==> config.mk <==
export PLATFORM = sky130hd
export DESIGN_NAME = tdm_demux_1x2_flat
export DESIGN_NICKNAME = d
export VERILOG_FILES = /design/src/rtl/tdm_demux_1x2_if.sv /design/src/rtl/tdm_demux_1x2.sv /design/src/flat_wrapper.sv
export SDC_FILE = /design/constraint.sdc
export NUM_CORES = 1
export LEC_CHECK = 0
export CORE_UTILIZATION = 35
export CTS_BUF_LIST = sky130_fd_sc_hd__clkbuf_16
export DETAILED_ROUTE_END_ITERATION = 10
export PLACE_DENSITY = 0.66
export SYNTH_ARGS = -nofsm -noshare
export SYNTH_HDL_FRONTEND = slang
export SYNTH_SLANG_ARGS = --single-unit
==> constraint.sdc <==
create_clock -name clk -period 1.48 [get_ports clk]
set_input_delay 0.148 -clock clk [delete_from_list [all_inputs] [get_ports clk]]
set_output_delay 0.148 -clock clk [all_outputs]
set_load 0.02 [all_outputs]
==> src/rtl/tdm_demux_1x2_if.sv <==
// Sample-in / channel-out bundle for the two-channel TDM demultiplexer.
// Optional din_par exists only when TDM_DEMUX_PARITY_EN is defined.
interface tdm_demux_1x2_if #(
    parameter int WIDTH = 8
);
    logic [WIDTH-1:0] din;
    logic             din_valid;
    logic             sof;
`ifdef TDM_DEMUX_PARITY_EN
    logic             din_par;
`endif
    logic [WIDTH-1:0] x0;
    logic [WIDTH-1:0] x1;
    logic             x0_valid;
    logic             x1_valid;
    logic             sync;
    logic [7:0]       err_cnt;

    modport master (
        output din, din_valid, sof,
`ifdef TDM_DEMUX_PARITY_EN
        output din_par,
`endif
        input  x0, x1, x0_valid, x1_valid, sync, err_cnt
    );

    modport slave (
        input  din, din_valid, sof,
`ifdef TDM_DEMUX_PARITY_EN
        input  din_par,
`endif
        output x0, x1, x0_valid, x1_valid, sync, err_cnt
    );
endinterface

==> src/rtl/tdm_demux_1x2.sv <==
// 1:2 TDM demux with frame tracking; 1-cycle latency, no backpressure.
// Optional even-parity check on din enabled by defining TDM_DEMUX_PARITY_EN.
module tdm_demux_1x2 #(
    parameter int WIDTH = 8
) (
    input  logic            clk,
    input  logic            rst,
    tdm_demux_1x2_if.slave  bus
);
    typedef enum logic [1:0] {HUNT, EXP1, EXP0} state_e;

    state_e           state_q, state_d;
    logic [WIDTH-1:0] x0_q, x0_d;
    logic [WIDTH-1:0] x1_q, x1_d;
    logic             x0_valid_q, x0_valid_d;
    logic             x1_valid_q, x1_valid_d;
    logic             sync_q;
    logic [7:0]       err_q, err_d;
    logic             err_inc;
    logic             par_ok;

`ifdef TDM_DEMUX_PARITY_EN
    assign par_ok = ~^{bus.din, bus.din_par};
`else
    assign par_ok = 1'b1;
`endif

    always_comb begin
        state_d    = state_q;
        x0_d       = x0_q;
        x1_d       = x1_q;
        x0_valid_d = 1'b0;
        x1_valid_d = 1'b0;
        err_inc    = 1'b0;
        if (bus.din_valid) begin
            // A parity error is counted once even if a framing error coincides.
            err_inc = ~par_ok;
            case (state_q)
                HUNT: begin
                    if (bus.sof && par_ok) begin
                        x0_d       = bus.din;
                        x0_valid_d = 1'b1;
                        state_d    = EXP1;
                    end
                end
                EXP1: begin
                    if (bus.sof) begin
                        err_inc = 1'b1;
                        if (par_ok) begin
                            x0_d       = bus.din;
                            x0_valid_d = 1'b1;
                        end
                    end else begin
                        state_d = EXP0;
                        if (par_ok) begin
                            x1_d       = bus.din;
                            x1_valid_d = 1'b1;
                        end
                    end
                end
                EXP0: begin
                    if (bus.sof) begin
                        state_d = EXP1;
                        if (par_ok) begin
                            x0_d       = bus.din;
                            x0_valid_d = 1'b1;
                        end
                    end else begin
                        state_d = HUNT;
                        err_inc = 1'b1;
                    end
                end
                default: state_d = HUNT;
            endcase
        end
        err_d = (err_inc && (err_q != 8'hFF)) ? err_q + 8'd1 : err_q;
    end

    always_ff @(posedge clk or posedge rst) begin
        if (rst) begin
            state_q    <= HUNT;
            x0_q       <= '0;
            x1_q       <= '0;
            x0_valid_q <= 1'b0;
            x1_valid_q <= 1'b0;
            sync_q     <= 1'b0;
            err_q      <= 8'd0;
        end else begin
            state_q    <= state_d;
            x0_q       <= x0_d;
            x1_q       <= x1_d;
            x0_valid_q <= x0_valid_d;
            x1_valid_q <= x1_valid_d;
            sync_q     <= (state_d != HUNT);
            err_q      <= err_d;
        end
    end

    assign bus.x0       = x0_q;
    assign bus.x1       = x1_q;
    assign bus.x0_valid = x0_valid_q;
    assign bus.x1_valid = x1_valid_q;
    assign bus.sync     = sync_q;
    assign bus.err_cnt  = err_q;
endmodule

==> src/flat_wrapper.sv <==
// flat-port wrapper written by rule: the top's interface ports become plain ports
module tdm_demux_1x2_flat 
#(
    parameter int WIDTH = 8
)
  (clk, rst, bus_din, bus_din_valid, bus_sof, bus_x0, bus_x1, bus_x0_valid, bus_x1_valid, bus_sync, bus_err_cnt);
  tdm_demux_1x2_if #(.WIDTH(WIDTH)) bus_i ();
  input  logic clk;
  input  logic rst;
  input wire logic [$bits(bus_i.din)-1:0] bus_din;
  input wire logic [$bits(bus_i.din_valid)-1:0] bus_din_valid;
  input wire logic [$bits(bus_i.sof)-1:0] bus_sof;
  output wire logic [$bits(bus_i.x0)-1:0] bus_x0;
  output wire logic [$bits(bus_i.x1)-1:0] bus_x1;
  output wire logic [$bits(bus_i.x0_valid)-1:0] bus_x0_valid;
  output wire logic [$bits(bus_i.x1_valid)-1:0] bus_x1_valid;
  output wire logic [$bits(bus_i.sync)-1:0] bus_sync;
  output wire logic [$bits(bus_i.err_cnt)-1:0] bus_err_cnt;
  assign bus_i.din = bus_din;
  assign bus_i.din_valid = bus_din_valid;
  assign bus_i.sof = bus_sof;
  assign bus_x0 = bus_i.x0;
  assign bus_x1 = bus_i.x1;
  assign bus_x0_valid = bus_i.x0_valid;
  assign bus_x1_valid = bus_i.x1_valid;
  assign bus_sync = bus_i.sync;
  assign bus_err_cnt = bus_i.err_cnt;
  tdm_demux_1x2 #(.WIDTH(WIDTH)) u_core (.clk(clk), .rst(rst), .bus(bus_i));
endmodule
Word level (Yosys, flattened, before mapping)
Index checks and enable logic that the tools add are counted.

$add $sub $neg: 1. $mul: 0. Div/mod/pow operators: 0. Magnitude comparators: 0. Eq/ne operators: 3. Shift operators: 0. Multiplexer cells: 13. Bitwise logic cells: 1. Reduce and logical (&&, ||, !) cells: 6.

Operator list (number): 8-bit by 1-bit adder with 8-bit output (second input constant) (1); 1-bit 2-to-1 mux (8); 8-bit inequality test (second input constant) (1); 2-bit 2-to-1 mux (3); 2-bit case mux with 3 select lines (1); 3-bit AND reduction (2); 3-bit OR reduction (1); 2-bit by 1-bit == test with 1-bit output (second input constant) (1); 2-bit == test (second input constant) (1); 2-bit zero test (1); 1-bit case mux with 2 select lines (1); 2-bit nonzero test (1); 1-bit logical AND (1); 1-bit inverter (1).

Flip-flop bits (word level): 29. Bits in latches: 0. Memory bits (writable): 0. Memory bits (read-only): 0. Input port bits: 12. Output and inout bits: 27. Logic and storage cells: 31. Memories kept: 0.

Logic depth before layout (Yosys ltp)
Depth in word-level cells: 4. Depth in mapped cells: 5.

Worst setup path before layout
No wires, ideal clock.

Path type: reg2reg. From: reg u_core.err_q[3], in the netlist u_core.bus.err_cnt[3]. To: reg u_core.err_q[1], in the netlist u_core.bus.err_cnt[1]. Setup time: 128 ps. Arrival: 1340 ps. Data required time: 1352 ps. Path slack: 12 ps. Stages on the path, launching flop included: 5. Path buffers: 0. Clock period less this slack: 1468 ps. Cell sequence: dfrtp_1 and4_1 nand2_1 o21ai_2 mux2_1.

Longest elaborated chain between the ends: 2.

RTL lines: start: declaration (line tdm_demux_1x2.sv:18) `logic [7:0] err_q, err_d;`; start signal: assignment (line tdm_demux_1x2.sv:95) `err_q <= err_d;`; 8-bit inequality test (line tdm_demux_1x2.sv:76) `err_d = (err_inc && (err_q != 8'hFF)) ? err_q + 8'd1 : err_q;`; 1-bit logical AND (line tdm_demux_1x2.sv:76).

Every way passes these cells. A chain may end at the register's enable or synchronous reset.

Worst setup path after layout
From: reg u_core.err_q[1], in the netlist u_core.bus.err_cnt[1]. To: out bus_err_cnt[1].

RTL lines: end: declaration (line flat_wrapper.sv:18) `output wire logic [$bits(bus_i.err_cnt)-1:0] bus_err_cnt;`.

No word-level cell between the ends.

==> flow_summary.json <==
{
  "outcome": "completed",
  "place_ws_ns": -0.167,
  "crit_buf_inv": 1,
  "crit_family": "buffers and inverters",
  "wl_um": 2650,
  "clock-sinks": 29,
  "syn-num-nets": 103,
  "relSlewSlack_pct": 75.4,
  "cts.htree.levels": 2,
  "wl_met3_um": 261,
  "synth_most_common_cell": "dfrtp_1",
  "fin_util_pct": 60.9,
  "fin_crit_sh_pct": 96.1,
  "hpwl_um": 1910,
  "design.die.area_sq_um": 3700,
  "layout_setup_ws_ns": 0.0579,
  "drive_gt1_share_pct": 27.9,
  "p_per_area_nw_per_um2": 1740,
  "diodes": 0,
  "ff_latch_area_sq_um": 726,
  "slowest_delay_ns": 0.62,
  "synth_top_area_cell": "dfrtp_1",
  "finalHoldViolCount": 0,
  "grt_pass1_vias": 943,
  "grt_max_degree": 30,
  "setup_viol": 0,
  "gp_congestion": 0.811,
  "p_leak_nw": 0.931,
  "wl_met1_um": 1110,
  "max_freq_mhz": 703,
  "max_cap_violations": 0,
  "finalCriticalPeriod_ns": 1.42,
  "worstMarginPinSlew_ns": 0.369,
  "gr-usage-all-layers_pct": 17.1,
  "cp-start-kind": "register",
  "clk_latency_ns": 0.27,
  "wl_met2_um": 1250,
  "viasPerCell": 4.81,
  "required_ns": 1.33,
  "ys_async_sr_fraction_pct": 100,
  "clockBufferDepth": 2,
  "cp_max_fo": 4,
  "via_count": 918,
  "port_buffers": 38,
  "nFillCells": 265,
  "synthFlopType": "dfrtp_1",
  "synth.area.top_cells": "dfrtp_1, mux2_2, xnor2_1",
  "synth_cell_types": 25,
  "die_h_um": 60.8,
  "synth_seq_cells": 29,
  "numCtsBuffers": 5,
  "crit_path_end_kind": "output port",
  "worstPathArrival_ns": 1.27,
  "crit_chain": "clkdlybuf4s50_1",
  "die_w_um": 60.8,
  "avgSynthCellArea_sq_um": 13.5,
  "multi_input_area_sq_um": 469,
  "netlist.area_leader.share_pct": 59.9,
  "ctsHoldBuffers": 0,
  "grt_pass1_wl_um": 4440,
  "skew_ns": 0.00468,
  "wl_per_cell_um": 13.9,
  "drtAntennaViolNets": 0,
  "fp-row-count": 20,
  "drv_slew": 0,
  "drt_first_iter_violations": 41,
  "holdWs_ns": 0.266,
  "io_pins": 39,
  "start_util_pct": 38.1,
  "syn_inst": 90,
  "firstDrtPassIters": 4,
  "tritoncts": "yes",
  "min_path_type": "input port to asynchronous set/reset pin",
  "synth-edff-count": 0,
  "drcViolationCount": 0,
  "synth_commonest_cells": "dfrtp_1, mux2_2, inv_1",
  "rsz0062_at_grt": "no",
  "yosys_warnings": 0,
  "syn_to_final_growth_pct": 59.8,
  "antenna_found_initial": 0,
  "cts_root_buf": "clkbuf_16",
  "worstSetupPathType": "register to output port",
  "core-area_sq_um": 3180,
  "synth_area_sq_um": 1210,
  "gr-total-overflow": 0,
  "crit_path_top_delay_cell": "clkdlybuf4s50_1",
  "top_layer": "met4",
  "yosysSeqAreaShare_pct": 59.9,
  "path_clk_slew_ns": 0.05,
  "nets": 159,
  "vdd_ir_drop_max_mv": 1.04
}
==> stage by stage <==
stage / total power, mW / cell area [sq um] / instances / setup TNS, ns
3_5_place_dp: 2.10 / 1720 / 181 / -2.28
5_1_grt: 3.53 / 1940 / 191 / 0
6_report: 3.36 / 1940 / 191 / 0
4_1_cts: 3.40 / 1900 / 189 / 0
2_1_floorplan: 1.57 / 1210 / 90 / 0
3_3_place_gp: 2.07 / 1720 / 181 / -1.43
==> cells by family after synthesis <==
| logic type | share of synthesized area, % |
|---|---|
| compound gates | 8.47 |
| xor+xnor | 2.17 |
| fa+ha+maj | 1.03 |
| buf+inv | 1.96 |
| flops | 59.9 |
| mux | 16.7 |
| simple gates | 9.71 |
==> placed cells by master, fill, tap and decap left out <==
master / n
o22ai_4: 1
xnor2_1: 3
dlygate4sd2_1: 3
nor2_1: 3
bufinv_16: 2
and3_1: 2
mux2_2: 16
mux2_1: 2
o21ai_0: 2
ha_1: 1
nand4_1: 2
nand2b_4: 2
nand3_1: 1
clkbuf_16: 5
o211ai_1: 1
a21o_1: 2
and4_1: 2
inv_1: 5
nand2_1: 4
nor2_4: 1
buf_4: 12
a21oi_1: 3
dfrtp_1: 29
clkinv_2: 1
o21ai_2: 1
dlymetal6s2s_1: 4
a31oi_1: 3
clkdlybuf4s50_1: 31
nand2b_1: 1
nor2b_1: 1
a22oi_1: 1
==> area by class of cell <==
class	instances	share of cell area (%)
inverters	5	0.970
multi-input cells	55	24.2
clock inverters	3	3.36
flip-flops and latches	29	37.5
clock buffers	5	6.46
well taps	44	2.84
repair buffers	50	24.6
==> routing by layer <==
layer | vias up | GRT usage [%]
met5 | - | 0
met4 | 0 | 6.82
met3 | 4 | 8.53
met2 | 38 | 27.5
met1 | 439 | 19.6
li1 | 437 | -
==> sequential cells by signal (all words and copies together), names as in the netlist <==
| register | count |
|---|---|
| u_core.state_q | 2 |
| u_core.bus.x0 | 8 |
| u_core.bus.x1_valid | 1 |
| u_core.bus.sync | 1 |
| u_core.bus.x0_valid | 1 |
| u_core.bus.x1 | 8 |
| u_core.bus.err_cnt | 8 |
==> power by group <==
part | switching (mW) | internal, mW | total [mW]
sequential | 0.111 | 0.972 | 1.08
clock | 0.339 | 0.959 | 1.30
combinational | 0.479 | 0.499 | 0.979
total | 0.930 | 2.43 | 3.36
==> worst reg2reg max path, cell delays in order (launching register included) <==
cell and delay, ns:
dfrtp_1 0.40, and4_1 0.26, nand2_1 0.14, o21ai_2 0.18, mux2_1 0.33
==> path summary, 6_finish.rpt <==
check / slack, ns / cells after the start / start / to
min in group clk: 0.50 / 1 / u_core.bus.x0[3] / u_core.bus.x0[3]
max: 0.06 / 1 / u_core.bus.err_cnt[1] / bus_err_cnt[1]
max reg2reg: 0.06 / 4 / u_core.bus.err_cnt[5] / u_core.bus.err_cnt[1]
min reg2reg: 0.50 / 1 / u_core.bus.x0[3] / u_core.bus.x0[3]
max in group asynchronous: 0.93 / 3 / rst / u_core.bus.err_cnt[5]
min: 0.27 / 3 / rst / u_core.bus.err_cnt[4]
==> repair_timing <==
action / CTS / global route
buffers inserted: 0 / 2
endpoints found under the setup margin: 3 / 6
gates resized for setup: 3 / 5
No activity file was read; power rests on OpenSTA's default activity.
